<file path="config.mk">
export PLATFORM = sky130hd
export DESIGN_NAME = fir4_stream_ctrl_flat
export DESIGN_NICKNAME = d
export VERILOG_FILES = /design/src/rtl/fir4_stream_if.sv /design/src/rtl/fir4_stream_ctrl.sv /design/src/flat_wrapper.sv
export SDC_FILE = /design/constraint.sdc
export NUM_CORES = 1
export LEC_CHECK = 0
export BUFFER_PORTS_ARGS = -buffer_cell sky130_fd_sc_hd__buf_2
export CELL_PAD_IN_SITES_DETAIL_PLACEMENT = 0
export CELL_PAD_IN_SITES_GLOBAL_PLACEMENT = 1
export CORE_MARGIN = 2
export CORE_UTILIZATION = 25
export DETAILED_ROUTE_END_ITERATION = 7
export PLACE_DENSITY = 0.65
export REMOVE_ABC_BUFFERS = 1
export SLEW_MARGIN = 10
export SYNTH_ARGS = -nofsm -noshare
export SYNTH_HDL_FRONTEND = slang
export SYNTH_SLANG_ARGS = --single-unit
</file>
<file path="constraint.sdc">
create_clock -name clk -period 4.3 [get_ports clk]
set_input_delay 0.215 -clock clk [delete_from_list [all_inputs] [get_ports clk]]
set_output_delay 0.215 -clock clk [all_outputs]
set_load 0.01 [all_outputs]
</file>
<file path="src/rtl/fir4_stream_if.sv">
// Sample/result stream and datapath tap bus between fir4_stream_ctrl and its surroundings.
// slave is the controller's view; master is the environment (source, sink, FIR datapath).
interface fir4_stream_if #(
    parameter int CNT_W = 16
);
    logic             s_valid;
    logic             s_ready;
    logic [7:0]       s_data;
    logic             flush;
    logic [31:0]      flt_data_in;
    logic [11:0]      flt_data_out;
    logic             m_valid;
    logic             m_ready;
    logic [11:0]      m_data;
    logic [CNT_W-1:0] out_cnt;
    logic [1:0]       state;

    modport slave (
        input  s_valid, s_data, flush, flt_data_out, m_ready,
        output s_ready, flt_data_in, m_valid, m_data, out_cnt, state
    );

    modport master (
        output s_valid, s_data, flush, flt_data_out, m_ready,
        input  s_ready, flt_data_in, m_valid, m_data, out_cnt, state
    );
endinterface

</file>
<file path="src/rtl/fir4_stream_ctrl.sv">
// Streaming controller for a 4-tap FIR datapath: sample window, warm-up, flush,
// registered result with valid/ready output and a wrapping result counter.
module fir4_stream_ctrl #(
    parameter bit ZERO_FILL = 1'b0,
    parameter int CNT_W     = 16
) (
    input  logic          clk,
    input  logic          rst_n,
    fir4_stream_if.slave  bus
);
    typedef enum logic [1:0] {
        FILL  = 2'd0,
        RUN   = 2'd1,
        FLUSH = 2'd2
    } state_e;

    state_e           state_q, state_d;
    logic [7:0]       w0_q, w1_q, w2_q, w0_d, w1_d, w2_d;
    logic [1:0]       fill_q, fill_d;
    logic             mv_q, mv_d;
    logic [11:0]      md_q, md_d;
    logic [CNT_W-1:0] cnt_q, cnt_d;
    logic             accept;
    logic             produce;

    // The datapath sees the window as it would be after accepting s_data.
    assign bus.flt_data_in = {w2_q, w1_q, w0_q, bus.s_data};
    assign bus.s_ready     = (state_q != FLUSH) & ~bus.flush & (~mv_q | bus.m_ready);
    assign accept          = bus.s_valid & bus.s_ready;
    // fill_q==3 before the accept covers both the 4th sample and steady state.
    assign produce         = accept & (ZERO_FILL || (fill_q == 2'd3));

    assign bus.m_valid = mv_q;
    assign bus.m_data  = md_q;
    assign bus.out_cnt = cnt_q;
    assign bus.state   = state_q;

    always_comb begin
        state_d = state_q;
        if (bus.flush) begin
            state_d = FLUSH;
        end else begin
            case (state_q)
                FILL:    if (produce) state_d = RUN;
                RUN:     state_d = RUN;
                FLUSH:   state_d = FILL;
                default: state_d = FILL;
            endcase
        end
    end

    always_comb begin
        w0_d   = w0_q;
        w1_d   = w1_q;
        w2_d   = w2_q;
        fill_d = fill_q;
        mv_d   = mv_q;
        md_d   = md_q;
        cnt_d  = cnt_q;
        if (state_q == FLUSH) begin
            w0_d   = 8'd0;
            w1_d   = 8'd0;
            w2_d   = 8'd0;
            fill_d = 2'd0;
        end else if (accept) begin
            w2_d = w1_q;
            w1_d = w0_q;
            w0_d = bus.s_data;
            if (fill_q != 2'd3) fill_d = fill_q + 2'd1;
        end
        if (produce) begin
            mv_d  = 1'b1;
            md_d  = bus.flt_data_out;
            cnt_d = cnt_q + CNT_W'(1);
        end else if (bus.m_ready) begin
            mv_d = 1'b0;
        end
    end

    always_ff @(posedge clk or negedge rst_n) begin
        if (!rst_n) begin
            state_q <= FILL;
            w0_q    <= 8'd0;
            w1_q    <= 8'd0;
            w2_q    <= 8'd0;
            fill_q  <= 2'd0;
            mv_q    <= 1'b0;
            md_q    <= 12'd0;
            cnt_q   <= '0;
        end else begin
            state_q <= state_d;
            w0_q    <= w0_d;
            w1_q    <= w1_d;
            w2_q    <= w2_d;
            fill_q  <= fill_d;
            mv_q    <= mv_d;
            md_q    <= md_d;
            cnt_q   <= cnt_d;
        end
    end
endmodule
</file>
<file path="src/flat_wrapper.sv">
// flat-port wrapper written by rule: the top's interface ports become plain ports
module fir4_stream_ctrl_flat 
#(
    parameter bit ZERO_FILL = 1'b0,
    parameter int CNT_W     = 16
)
  (clk, rst_n, bus_s_valid, bus_s_data, bus_flush, bus_flt_data_out, bus_m_ready, bus_s_ready, bus_flt_data_in, bus_m_valid, bus_m_data, bus_out_cnt, bus_state);
  fir4_stream_if #(.CNT_W(CNT_W)) bus_i ();
  input  logic clk;
  input  logic rst_n;
  input wire logic [$bits(bus_i.s_valid)-1:0] bus_s_valid;
  input wire logic [$bits(bus_i.s_data)-1:0] bus_s_data;
  input wire logic [$bits(bus_i.flush)-1:0] bus_flush;
  input wire logic [$bits(bus_i.flt_data_out)-1:0] bus_flt_data_out;
  input wire logic [$bits(bus_i.m_ready)-1:0] bus_m_ready;
  output wire logic [$bits(bus_i.s_ready)-1:0] bus_s_ready;
  output wire logic [$bits(bus_i.flt_data_in)-1:0] bus_flt_data_in;
  output wire logic [$bits(bus_i.m_valid)-1:0] bus_m_valid;
  output wire logic [$bits(bus_i.m_data)-1:0] bus_m_data;
  output wire logic [$bits(bus_i.out_cnt)-1:0] bus_out_cnt;
  output wire logic [$bits(bus_i.state)-1:0] bus_state;
  assign bus_i.s_valid = bus_s_valid;
  assign bus_i.s_data = bus_s_data;
  assign bus_i.flush = bus_flush;
  assign bus_i.flt_data_out = bus_flt_data_out;
  assign bus_i.m_ready = bus_m_ready;
  assign bus_s_ready = bus_i.s_ready;
  assign bus_flt_data_in = bus_i.flt_data_in;
  assign bus_m_valid = bus_i.m_valid;
  assign bus_m_data = bus_i.m_data;
  assign bus_out_cnt = bus_i.out_cnt;
  assign bus_state = bus_i.state;
  fir4_stream_ctrl #(.ZERO_FILL(ZERO_FILL), .CNT_W(CNT_W)) u_core (.clk(clk), .rst_n(rst_n), .bus(bus_i));
endmodule
</file>
* Word level (Yosys, flattened, before mapping)
Cells that the tools add are included.
Operators by class: add/subtract/negate cells 2, multipliers 0, div/mod/pow operators 0, order comparisons 0, eq/ne operators 6, shift-type cells 0, mux-type cells 14, bitwise operators 7, reduce and logical (&&, ||, !) cells 5
Operators by type and width (count):
- 8-bit 2-to-1 mux | 6
- 16-bit by 1-bit adder with 16-bit output (second input constant) | 1
- 2-bit 2-to-1 mux | 5
- 2-bit nonzero test | 3
- 1-bit AND | 4
- 2-bit equality test (second input constant) | 2
- 2-bit inequality test (second input constant) | 2
- 2-bit one-hot mux with 2 select lines | 1
- 3-bit by 2-bit inequality test with 1-bit output (second input constant) | 1
- 2-bit by 1-bit adder with 2-bit output (second input constant) | 1
- 2-bit by 1-bit equality test with 1-bit output (second input constant) | 1
- 2-bit logical NOT | 1
- 1-bit 2-to-1 mux | 2
- 1-bit inverter | 2
- 2-bit AND reduction | 1
- 1-bit bitwise OR | 1
Word-level totals: register bits 57, bits in latches 0, RAM bits 0, memory bits (read-only) 0, logic and storage cells 42, memories 0

* Longest topological paths before layout
depth after elaboration 8, mapped depth 6

* Least setup slack after synthesis
No wires, ideal clock.
path type register to register, from reg u_core.state_q[1], in the netlist u_core.bus.state[1], to reg u_core.md_q[10], in the netlist u_core.bus.m_data[10], library setup time 125 ps, arrival time 1359 ps, data required time 4175 ps, setup slack 2815 ps, stages on the path, launching flop included 6, path buffers 1, period minus slack after synthesis 1485 ps, cells stage by stage dfrtp_1 nor2b_4 nor3_4 nand2_2 buf_6 mux2_4
Between the ends: cells in the longest elaborated chain, start to end 5
RTL lines:
- start: declaration | RTL line fir4_stream_ctrl.sv:17 | state_e state_q, state_d;
- start signal: assignment | RTL line fir4_stream_ctrl.sv:91 | state_q <= state_d;
- 2-bit inequality test | RTL line fir4_stream_ctrl.sv:28 | assign bus.s_ready = (state_q != FLUSH) & ~bus.flush & (~mv_q | bus.m_ready);
- 1-bit AND (2 in series) | RTL line fir4_stream_ctrl.sv:28
- 1-bit AND | RTL line fir4_stream_ctrl.sv:29 | assign accept = bus.s_valid & bus.s_ready;
- 1-bit AND | RTL line fir4_stream_ctrl.sv:31 | assign produce = accept & (ZERO_FILL || (fill_q == 2'd3));
- end signal: assignment | RTL line fir4_stream_ctrl.sv:97 | md_q <= md_d;
- end: declaration | RTL line fir4_stream_ctrl.sv:21 | logic [11:0] md_q, md_d;
Every way passes these cells. A chain may end at the register's enable or synchronous reset.

* Worst setup path in the final report
from reg u_core.state_q[0], in the netlist u_core.bus.state[0], to reg u_core.md_q[0], in the netlist u_core.bus.m_data[0]
Same word-level chain as after synthesis.

==> impl_summary.md <==
Drt
Dividing the detail-routed wire length by the instance count gives 12.60 um. Summed over all layers, the routed wires come to 5546 um. In the routed design, unresolved DRC markers number 0. The count of nets left with antenna violations once routing finished came out at 0. The first detailed-routing pass took 4 iterations. The count of vias placed by the detailed router is 1810. For this block, the initial DRC count from the detailed router was 54. Dividing the detail-routed via count by the number of cells gives 4.114.

Pwr
The internal power of the cells totals 905.5 uW. The switching share of power is 0.2329. The cell leakage power is 1.661 nW.

In this run the power spent charging and discharging nets is 274.9 uW. The worst-case IR drop observed on VDD is 0.2100 mV. Of the total power, registers draw 0.474. The power per standard cell area is 371.4 mW/mm^2. The proportion of power drawn by the clock network is 0.456.

Of the total power, combinational logic draws 0.071. The total power is 1.180 mW.

Logic synthesis
For this run, the register share of the synthesized area comes to 0.5763. The post-synthesis adder-cell area fraction is 0.01011. The post-synthesis compound-gate area fraction was 0.05157. After synthesis the cells add up to 0.002475 mm^2. The dominant combinational cell family by area after synthesis is simple AND/OR/NAND/NOR gates. The xor and xnor fraction of the mapped netlist area is 0.05662.

The synthesized netlist cell count is 221. The count of synthesis-stage warnings from yosys is 0. The multiplexer area fraction after synthesis is 0.07533. Counting distinct cell types in the post-synthesis netlist gives 30.

The simple-gate share of the synthesized area is 0.1769. The average cell area after synthesis is 11.20 um^2. The synthesized flop and latch total is 57.

Final layout
The share of post-route cells with drive strength above 1 is 0.4039. After filler insertion, the fill cell instance count of the layout stands at 1009. Compared with the post-synthesis result, the final layout area differs by 28.41%. The register cell area after layout is 0.001426 mm^2.

The final layout contains 329 nets. Measured on the finished design, the core utilization comes to 0.3282. In the layout the commonest cells are 88 x sky130_fd_sc_hd__buf_2, 57 x sky130_fd_sc_hd__dfrtp_1, 51 x sky130_fd_sc_hd__nand2_1. The area of the multi-input gates is 919.6 um^2. The leading cell type in the layout, fill and taps excluded is sky130_fd_sc_hd__buf_2. The number of antenna diodes in the final layout is 0.

CTS
The CTS tree is yes. Once the clock tree was built, the setup fixing pass inserted 0 buffers. The maximum buffer depth of the clock tree is 2. The clock slew seen by the registers of the worst setup and hold paths is 0.06 ns. In this run, post-CTS repair resized a total of 0 instances.

The number of buffers created by CTS is 9. Clock latency on the worst-skew pair, taken at its later pin, is 0.33 ns. The total number of clock tree sinks is 57.

The H-tree was split into 3 levels. The tree is rooted in a sky130_fd_sc_hd__clkbuf_8. The cts-stage hold buffer count is 0.

Flow run
Max-cap violations in this run came to 0.

Global routing
The largest net degree at the start of global routing is 58. The met1 usage is 0.1426. The total global-route track usage is 0.1091. The global-route wire length before repair is 8949 um.

The via count of the first global-routing pass came to 1772. After global routing, the most crowded layer is met2. The initial antenna violation count came to 0. The routing usage on met2 is 0.1672. The routing usage on met3 is 0.05040. The total global routing overflow is 0.

Floorplan
The core box area is 0.009684 mm^2. The total die area is 0.01071 mm^2. The die extent in x is 103.5 um.

89 I/O pins were placed. The initial utilization of the core area, before any placement, comes to 0.2556. The y dimension of the die is 103.5 um. The number of placement rows is 36.

Outcome
The run finished with clean final reports.

Timing
The tightest slew margin relative to the limit is 0.2989. The pin slew with the least headroom to its limit is 1.050 ns. The number of endpoints with negative hold slack in the final report came to 0. The time the final worst path needs with I/O delays and setup is 2.165 ns. The setup skew after layout is 0.007330 ns.

The fmax is 0.4618 GHz. Setup repair after global routing left no endpoint under its margin. The number of setup violations in the final report is 0. The setup TNS is 0 ns. The fraction of the cycle the final worst path needs is 0.5036. The post-route worst setup slack is 2.135 ns. The max-slew violation count is 0. Final hold analysis gives a worst-case slack of 0.03484 ns.

Critical path
The worst setup path is captured at a flop. The arrival time at the worst endpoint is 2.38 ns. In this run the worst path has a maximum fanout of 30.

The master of the slowest instance on the critical path is sky130_fd_sc_hd__nor2b_4. STA classifies the critical path startpoint as a flop. For this run, the slowest stage of the critical path takes 0.63 ns. The signal on the critical path passes through nor2b_4 -> nor3_4 -> nand2_2 -> mux2_2. The critical path is of the reg2reg type. For the worst setup path, the data required time is 4.52 ns. The number of buffers and inverters on the critical path is 0. The kind of cell with the highest combined delay on the critical path is simple AND/OR/NAND/NOR gates.

Min path
The tightest min-delay check is of the in2async type.

Place
The pre-CTS setup slack is 2.092 ns. Once detailed placement completed, the half-perimeter wirelength came to 3663 um. The congestion estimate from routability-driven global placement came to 0.6688.

The number of input and output port buffers inserted is 88.
-- final cells by class --
| class | count | share of cell area |
|---|---|---|
| clock buffer | 10 | 0.04016 |
| clock inverter | 6 | 0.02598 |
| inverter | 2 | 0.002362 |
| multi-input combinational | 143 | 0.2894 |
| sequential | 57 | 0.4488 |
| tap | 133 | 0.05236 |
| timing repair buffer | 89 | 0.1409 |
-- per-layer routing --
layer | share of wire | wire length (um) | vias to the layer above
met5 | 0 | 0 | -
met4 | 0.0060 | 33 | 0
met3 | 0.080 | 445 | 4
met2 | 0.46 | 2544 | 65
met1 | 0.46 | 2524 | 845
li1 | - | - | 896
-- cells by family (layout without fill, tap and decap cells) --
group,Yosys count,count (layout)
buffers and inverters,21,107
flip-flops,57,57
XOR/XNOR,16,16
AO/OA/AOI/OAI,25,25
adder cells (fa/ha/maj),2,2
AND/OR/NAND/NOR,86,86
multiplexers,14,14
-- synthesized netlist by cell type --
| cell type | number | area [um^2] |
|---|---|---|
| sky130_fd_sc_hd__a211oi_1 | 1 | 7.510 |
| sky130_fd_sc_hd__a21oi_1 | 24 | 120.1 |
| sky130_fd_sc_hd__and3_1 | 5 | 31.28 |
| sky130_fd_sc_hd__and4_1 | 1 | 8.760 |
| sky130_fd_sc_hd__buf_1 | 1 | 3.750 |
| sky130_fd_sc_hd__buf_2 | 6 | 30.03 |
| sky130_fd_sc_hd__buf_4 | 8 | 60.06 |
| sky130_fd_sc_hd__buf_6 | 2 | 22.52 |
| sky130_fd_sc_hd__clkbuf_1 | 2 | 7.510 |
| sky130_fd_sc_hd__dfrtp_1 | 57 | 1426 |
| sky130_fd_sc_hd__ha_1 | 2 | 25.02 |
| sky130_fd_sc_hd__inv_1 | 2 | 7.510 |
| sky130_fd_sc_hd__mux2_2 | 5 | 56.30 |
| sky130_fd_sc_hd__mux2_4 | 8 | 120.1 |
| sky130_fd_sc_hd__mux2i_1 | 1 | 10.01 |
| sky130_fd_sc_hd__nand2_1 | 51 | 191.4 |
| sky130_fd_sc_hd__nand2_2 | 1 | 6.260 |
| sky130_fd_sc_hd__nand2b_1 | 1 | 6.260 |
| sky130_fd_sc_hd__nand2b_4 | 1 | 13.76 |
| sky130_fd_sc_hd__nand3_1 | 6 | 30.03 |
| sky130_fd_sc_hd__nand4_1 | 6 | 37.54 |
| sky130_fd_sc_hd__nor2_1 | 4 | 15.01 |
| sky130_fd_sc_hd__nor2b_1 | 1 | 6.260 |
| sky130_fd_sc_hd__nor2b_4 | 2 | 27.53 |
| sky130_fd_sc_hd__nor3_1 | 4 | 20.02 |
| sky130_fd_sc_hd__nor3_4 | 1 | 16.27 |
| sky130_fd_sc_hd__nor4_4 | 1 | 21.27 |
| sky130_fd_sc_hd__or2_1 | 1 | 6.260 |
| sky130_fd_sc_hd__xnor2_1 | 13 | 113.9 |
| sky130_fd_sc_hd__xor2_1 | 3 | 26.28 |
-- state kept, by name (all words and copies together), names as in the netlist --
register / flops
u_core.bus.m_valid: 1
u_core.fill_q: 2
u_core.w1_q: 8
u_core.bus.state: 2
u_core.bus.m_data: 12
u_core.w0_q: 8
u_core.bus.out_cnt: 16
u_core.w2_q: 8
-- per-stage QoR --
stage / std cells / instance area [um^2]
after detailed placement: 424 / 2968
after floorplan: 202 / 2351
final: 440 / 3178
after global routing: 440 / 3178
after CTS: 440 / 3178
after global placement: 424 / 2968
-- worst paths after layout --
path / from / to / slack (ns) / depth (start not counted)
min in group clk: bus_flush / u_core.bus.state[1] / 0.04 / 1
worst max-delay path: u_core.bus.state[0] / u_core.bus.m_data[0] / 2.13 / 4
worst min register to register: u_core.bus.state[1] / u_core.bus.state[0] / 0.46 / 1
worst min-delay path: rst_n / u_core.bus.out_cnt[12] / 0.03 / 2
worst max register to register: u_core.bus.state[0] / u_core.bus.m_data[0] / 2.13 / 4
max in group asynchronous: rst_n / u_core.w1_q[7] / 3.79 / 2
-- power groups by stage --
| stage | sequential [mW] | clock, mW | combinational, mW |
|---|---|---|---|
| after floorplan | 0.574 | 0 | 0.0292 |
| after global placement | 0.568 | 0 | 0.0857 |
| after detailed placement | 0.569 | 0 | 0.0865 |
| after CTS | 0.559 | 0.561 | 0.0870 |
| after global routing | 0.561 | 0.586 | 0.0944 |
| final | 0.559 | 0.538 | 0.0836 |
Power figures use the tool's default switching activity.
